File: src/rtl/uart_tx.sv
// UART transmitter: start bit, N data bits MSB first, optional parity, STOP stop bits.
// A one-word holding buffer lets the next word queue while a frame is on the line.
module uart_tx #(
    parameter int F      = 50_000_000,
    parameter int BR     = 115_200,
    parameter int L      = F / BR,
    parameter int N      = 8,
    parameter int M      = 3,
    parameter int PARITY = 0,
    parameter int STOP   = 1
) (
    input  logic         clk,
    input  logic         nrst,
    input  logic [N-1:0] d,
    input  logic         valid,
    output logic         ready,
    output logic         out,
    output logic         done
);

    typedef enum logic [2:0] {
        IDLE,
        START,
        DATA,
        PAR,
        STOPB
    } state_t;

    localparam logic [15:0]  LEN_LAST  = 16'(L - 1);
    localparam logic [15:0]  LEN_PRE   = 16'(L - 2);
    localparam logic [M-1:0] DATA_LAST = M'(N - 1);
    localparam logic [M-1:0] STOP_LAST = M'(STOP - 1);

    state_t       state;
    logic [15:0]  len_cnt;
    logic [M-1:0] bit_cnt;
    logic [N-1:0] shreg;
    logic [N-1:0] buf_data;
    logic         par_bit;

    function automatic logic parity_of(input logic [N-1:0] w);
        return (PARITY == 2) ? ~^w : ^w;
    endfunction

    // ready doubles as the "holding buffer empty" flag; accept needs it high
    // and reload needs it low, so the two writes below never collide.
    always_ff @(posedge clk or negedge nrst) begin
        if (!nrst) begin
            state    <= IDLE;
            len_cnt  <= '0;
            bit_cnt  <= '0;
            shreg    <= '0;
            buf_data <= '0;
            par_bit  <= 1'b0;
            ready    <= 1'b1;
            out      <= 1'b1;
            done     <= 1'b0;
        end else begin
            done <= 1'b0;

            if (valid && ready) begin
                buf_data <= d;
                ready    <= 1'b0;
            end

            case (state)
                IDLE: begin
                    out     <= 1'b1;
                    len_cnt <= '0;
                    bit_cnt <= '0;
                    if (!ready) begin
                        shreg   <= buf_data;
                        par_bit <= parity_of(buf_data);
                        ready   <= 1'b1;
                        out     <= 1'b0;
                        state   <= START;
                    end
                end

                START: begin
                    if (len_cnt == LEN_LAST) begin
                        len_cnt <= '0;
                        bit_cnt <= '0;
                        out     <= shreg[N-1];
                        shreg   <= shreg << 1;
                        state   <= DATA;
                    end else begin
                        len_cnt <= len_cnt + 16'd1;
                    end
                end

                DATA: begin
                    if (len_cnt == LEN_LAST) begin
                        len_cnt <= '0;
                        if (bit_cnt == DATA_LAST) begin
                            bit_cnt <= '0;
                            if (PARITY != 0) begin
                                out   <= par_bit;
                                state <= PAR;
                            end else begin
                                out   <= 1'b1;
                                state <= STOPB;
                            end
                        end else begin
                            bit_cnt <= bit_cnt + 1'b1;
                            out     <= shreg[N-1];
                            shreg   <= shreg << 1;
                        end
                    end else begin
                        len_cnt <= len_cnt + 16'd1;
                    end
                end

                PAR: begin
                    if (len_cnt == LEN_LAST) begin
                        len_cnt <= '0;
                        bit_cnt <= '0;
                        out     <= 1'b1;
                        state   <= STOPB;
                    end else begin
                        len_cnt <= len_cnt + 16'd1;
                    end
                end

                STOPB: begin
                    // Raised one edge early so done is high during the frame's final clock.
                    if (bit_cnt == STOP_LAST && len_cnt == LEN_PRE) begin
                        done <= 1'b1;
                    end
                    if (len_cnt == LEN_LAST) begin
                        len_cnt <= '0;
                        if (bit_cnt == STOP_LAST) begin
                            bit_cnt <= '0;
                            if (!ready) begin
                                shreg   <= buf_data;
                                par_bit <= parity_of(buf_data);
                                ready   <= 1'b1;
                                out     <= 1'b0;
                                state   <= START;
                            end else begin
                                out   <= 1'b1;
                                state <= IDLE;
                            end
                        end else begin
                            bit_cnt <= bit_cnt + 1'b1;
                        end
                    end else begin
                        len_cnt <= len_cnt + 16'd1;
                    end
                end

                default: begin
                    out   <= 1'b1;
                    state <= IDLE;
                end
            endcase
        end
    end

endmodule

File: config.mk
export PLATFORM = sky130hd
export DESIGN_NAME = uart_tx
export DESIGN_NICKNAME = d
export VERILOG_FILES = /design/src/rtl/uart_tx.sv
export SDC_FILE = /design/constraint.sdc
export NUM_CORES = 1
export LEC_CHECK = 0
export BUFFER_PORTS_ARGS = -buffer_cell sky130_fd_sc_hd__buf_2
export CAP_MARGIN = 20
export CORE_MARGIN = 8
export CORE_UTILIZATION = 25
export CTS_BUF_LIST = sky130_fd_sc_hd__clkbuf_4
export DETAILED_ROUTE_END_ITERATION = 10
export GPL_ROUTABILITY_DRIVEN = 0
export PLACE_DENSITY_LB_ADDON = 0.1
export REMOVE_ABC_BUFFERS = 1
export SETUP_SLACK_MARGIN = 0.4
export SLEW_MARGIN = 30
export SYNTH_ARGS = -nofsm -noshare
export SYNTH_HDL_FRONTEND = slang
export SYNTH_SLANG_ARGS = --single-unit
File: constraint.sdc
create_clock -name clk -period 2.9 [get_ports clk]
set_input_delay 0.29 -clock clk [delete_from_list [all_inputs] [get_ports clk]]
set_output_delay 0.29 -clock clk [all_outputs]
set_load 0.05 [all_outputs]
==> impl_metrics.ini <==
[setup_path]
cp.arrival_ns = 2.52
critPathRequiredTime_ns = 3.16
crit_type = register to register
worstPathCellList = nor4b_4, and4_1, maj3_1, mux2_2
timing.rr.end = bit_cnt[0]$_DFFE_PN0P_
crit_path_max_incr_delay_ns = 0.56
r2r_slack_ns = 0.64
cp_max_fo = 13
critPathBufInv = 0
critPathLaunchType = register
ff2ff_path_depth = 4
endpoint_kind = register
path_delay_family = simple AND/OR/NAND/NOR gates
reg2reg_from = len_cnt[6]$_DFFE_PN0P_
critPathSlowestCell = maj3_1

[synth]
yosysWarnings = 0
synth_area_um2 = 2330
ys_ff_latch = 41
synth-edff-count = 0
async_reset_ff_frac = 1.00
ys_seq_area_frac = 0.441
yosys.cell_types.count = 47
syn_avg_cell_area_um2 = 11.0
syn_inst = 212
ys.flop_type = dfrtp_1

[place]
io_buffers = 13
post-place-ws_ns = 0.621
place_inst = 332
dp_hpwl_um = 3690
placed_cell_area_um2 = 2530

[route]
first_pass_iters = 4
postRouteAntennaNets = 0
drcViolationCount = 0
viasPerCell = 4.87
routedWlPerCell_um = 15.8
drtIter0Drc = 59
drt_wl_total_um = 5380
vias = 1662

[clock_tree]
cts_tree = yes
cts_root_buf = clkbuf_4
clk-insertion-delay-late_ns = 0.36
cts-resized-gates = 0
clkTransAtPathRegs_ns = 0.14
cts-htree-levels = 2
cts.sinks = 41
numCtsBuffers = 5
cts_buffer_depth = 2

[pwr]
power.density_nw_per_um2 = 695
power.leakage_nw = 1.10
ir_worst_vdd_v = 0.000363

[final_layout]
antenna_cells = 0
final_cell_mix = dfrtp_1 (39), mux2_2 (20), nor2_1 (14)
fill_cells = 958
fin_cells = 341
area_growth_pct = 13.6
layout_commonest_cell = dfrtp_1
nets = 246
final_area_um2 = 2650
drive_above_1_share = 0.278

[floorplan]
die-area_um2 = 12700
die-height_um = 113
start_util = 0.255
io_pins = 14
rows = 35
die_w_um = 113
core_area_um2 = 9150

[grt]
met3_usage = 0.0188
antenna_found_initial = 0
met1_usage = 0.123
grt_remaining_overflow = 0
grt_max_degree = 42
grt_usage = 0.0882
grt_use_met2 = 0.131
grt_pass1_wl_um = 8930
top_usage_layer = met2
grt_pass1_vias = 1706

[hold_path]
hold_path_startpoint = valid
whs_path_depth = 2
hp-class = input port to register
hold_path_end = ready$_DFF_PN1_

[sta]
max_freq_ghz = 0.442
skew_ns = 0.0136
fin_crit_sh = 0.780
drv_slew = 0
timing.hold.ws_ns = 0.0730
tightest_slew_ns = 0.595
hold_viol = 0
slew_headroom = 0.603
fin_setup_tns_ns = 0
setup_viol = 0
rsz0062_at_grt = false
fin_crit_ns = 2.26
finalWorstSetupSlack_ns = 0.638

[job]
drv_cap = 0

[status]
status = finished, final reports clean
through the flow:
stage	total power, W	util
finish	0.00184	0.289
global route	0.00197	0.289
CTS	0.00187	0.289
detailed placement	0.00138	0.277
global placement	0.00137	0.276
floorplan	0.00124	-
state kept, by name (all words and copies together), names as in the netlist:
| register | cells |
|---|---|
| bit_cnt | 3 |
| buf_data | 8 |
| done | 1 |
| len_cnt | 16 |
| out | 1 |
| ready | 1 |
| shreg | 8 |
| state | 3 |
metal layers:
| layer | share of wire | vias up |
|---|---|---|
| li1 | - | 825 |
| met1 | 0.52 | 807 |
| met2 | 0.44 | 25 |
| met3 | 0.023 | 5 |
| met4 | 0.014 | 0 |
| met5 | 0 | - |
power by group:
part	internal, W	switching, W	leakage, nW
logic	0.000262	0.000227	0.517
clock network	0.000271	0.000208	0.0558
registers	0.000730	0.000140	0.525
total	0.00126	0.000575	1.10
worst max-delay path by stage:
stage / start / endpoint / slack [ns] / cells after the start
after floorplan: state[0]$_DFFE_PN0P_ / len_cnt[12]$_DFFE_PN0P_ / 0.79 / 4
after global placement: len_cnt[6]$_DFFE_PN0P_ / bit_cnt[1]$_DFFE_PN0P_ / 0.70 / 4
after detailed placement: len_cnt[6]$_DFFE_PN0P_ / bit_cnt[0]$_DFFE_PN0P_ / 0.62 / 4
after CTS: len_cnt[6]$_DFFE_PN0P_ / bit_cnt[0]$_DFFE_PN0P_ / 0.61 / 4
after global routing: len_cnt[6]$_DFFE_PN0P_ / bit_cnt[2]$_DFFE_PN0P_ / 0.49 / 4
final: len_cnt[6]$_DFFE_PN0P_ / bit_cnt[0]$_DFFE_PN0P_ / 0.64 / 4
final cells by class:
| cell class | instances | area (um^2) | area share |
|---|---|---|---|
| multi-input cells | 156 | 1240 | 0.468 |
| flip-flops and latches | 41 | 1030 | 0.388 |
| well taps | 111 | 139 | 0.0525 |
| repair buffers | 18 | 108 | 0.0406 |
| clock inverters | 3 | 68.8 | 0.0260 |
| clock buffers | 5 | 37.5 | 0.0142 |
| inverters | 7 | 26.3 | 0.00992 |
cells in the mapped netlist, types with 2 or more instances:
cell       instances  area share
a31oi_1            2      0.0054
and3_1             2      0.0054
or3_1              3      0.0081
and2_1             2      0.0054
nor4b_1            2      0.0075
nor3b_1            2      0.0064
or3b_2             2      0.0075
nor2b_1            3      0.0081
or4_1              2      0.0064
mux2_2            20       0.097
ha_1               6       0.032
nand2_1           10       0.016
nor4b_4            2       0.020
xor2_1             5       0.019
o2bb2ai_1          2      0.0075
o31ai_1            2      0.0064
dfrtp_1           39        0.42
nand2b_1           2      0.0054
mux2_4             8       0.052
buf_2              4      0.0086
inv_1              7       0.011
o21ai_0           13       0.028
nor3_1             4      0.0086
nand4_1           10       0.027
a21oi_1            9       0.019
and4_1             3       0.011
dfstp_2            2       0.023
o211ai_1           3      0.0097
a41oi_1            2      0.0075
nor2_1            14       0.023
nand3_1            7       0.015
clkbuf_1           3      0.0048
worst register-to-register path: stages, from the launching register on:
cell and delay [ns]:
dfrtp_1 0.48, nor4b_4 0.44, and4_1 0.28, maj3_1 0.56, mux2_2 0.40
timing repair:
item / 4_1_cts / 5_1_grt
hold buffers: 1 / 0
setup buffers: 0 / 0
endpoints found under the hold margin: 39 / 0
kinds of logic (layout without fill, tap and decap cells):
family | after synthesis | after routing | share of synthesized area
compound gates | 38 | 38 | 0.107
xor+xnor | 6 | 6 | 0.0225
fa+ha+maj | 7 | 7 | 0.0365
buf+inv | 15 | 33 | 0.0268
flops | 41 | 41 | 0.441
mux | 28 | 28 | 0.148
simple gates | 77 | 77 | 0.218
No activity file was read; power rests on OpenSTA's default activity.
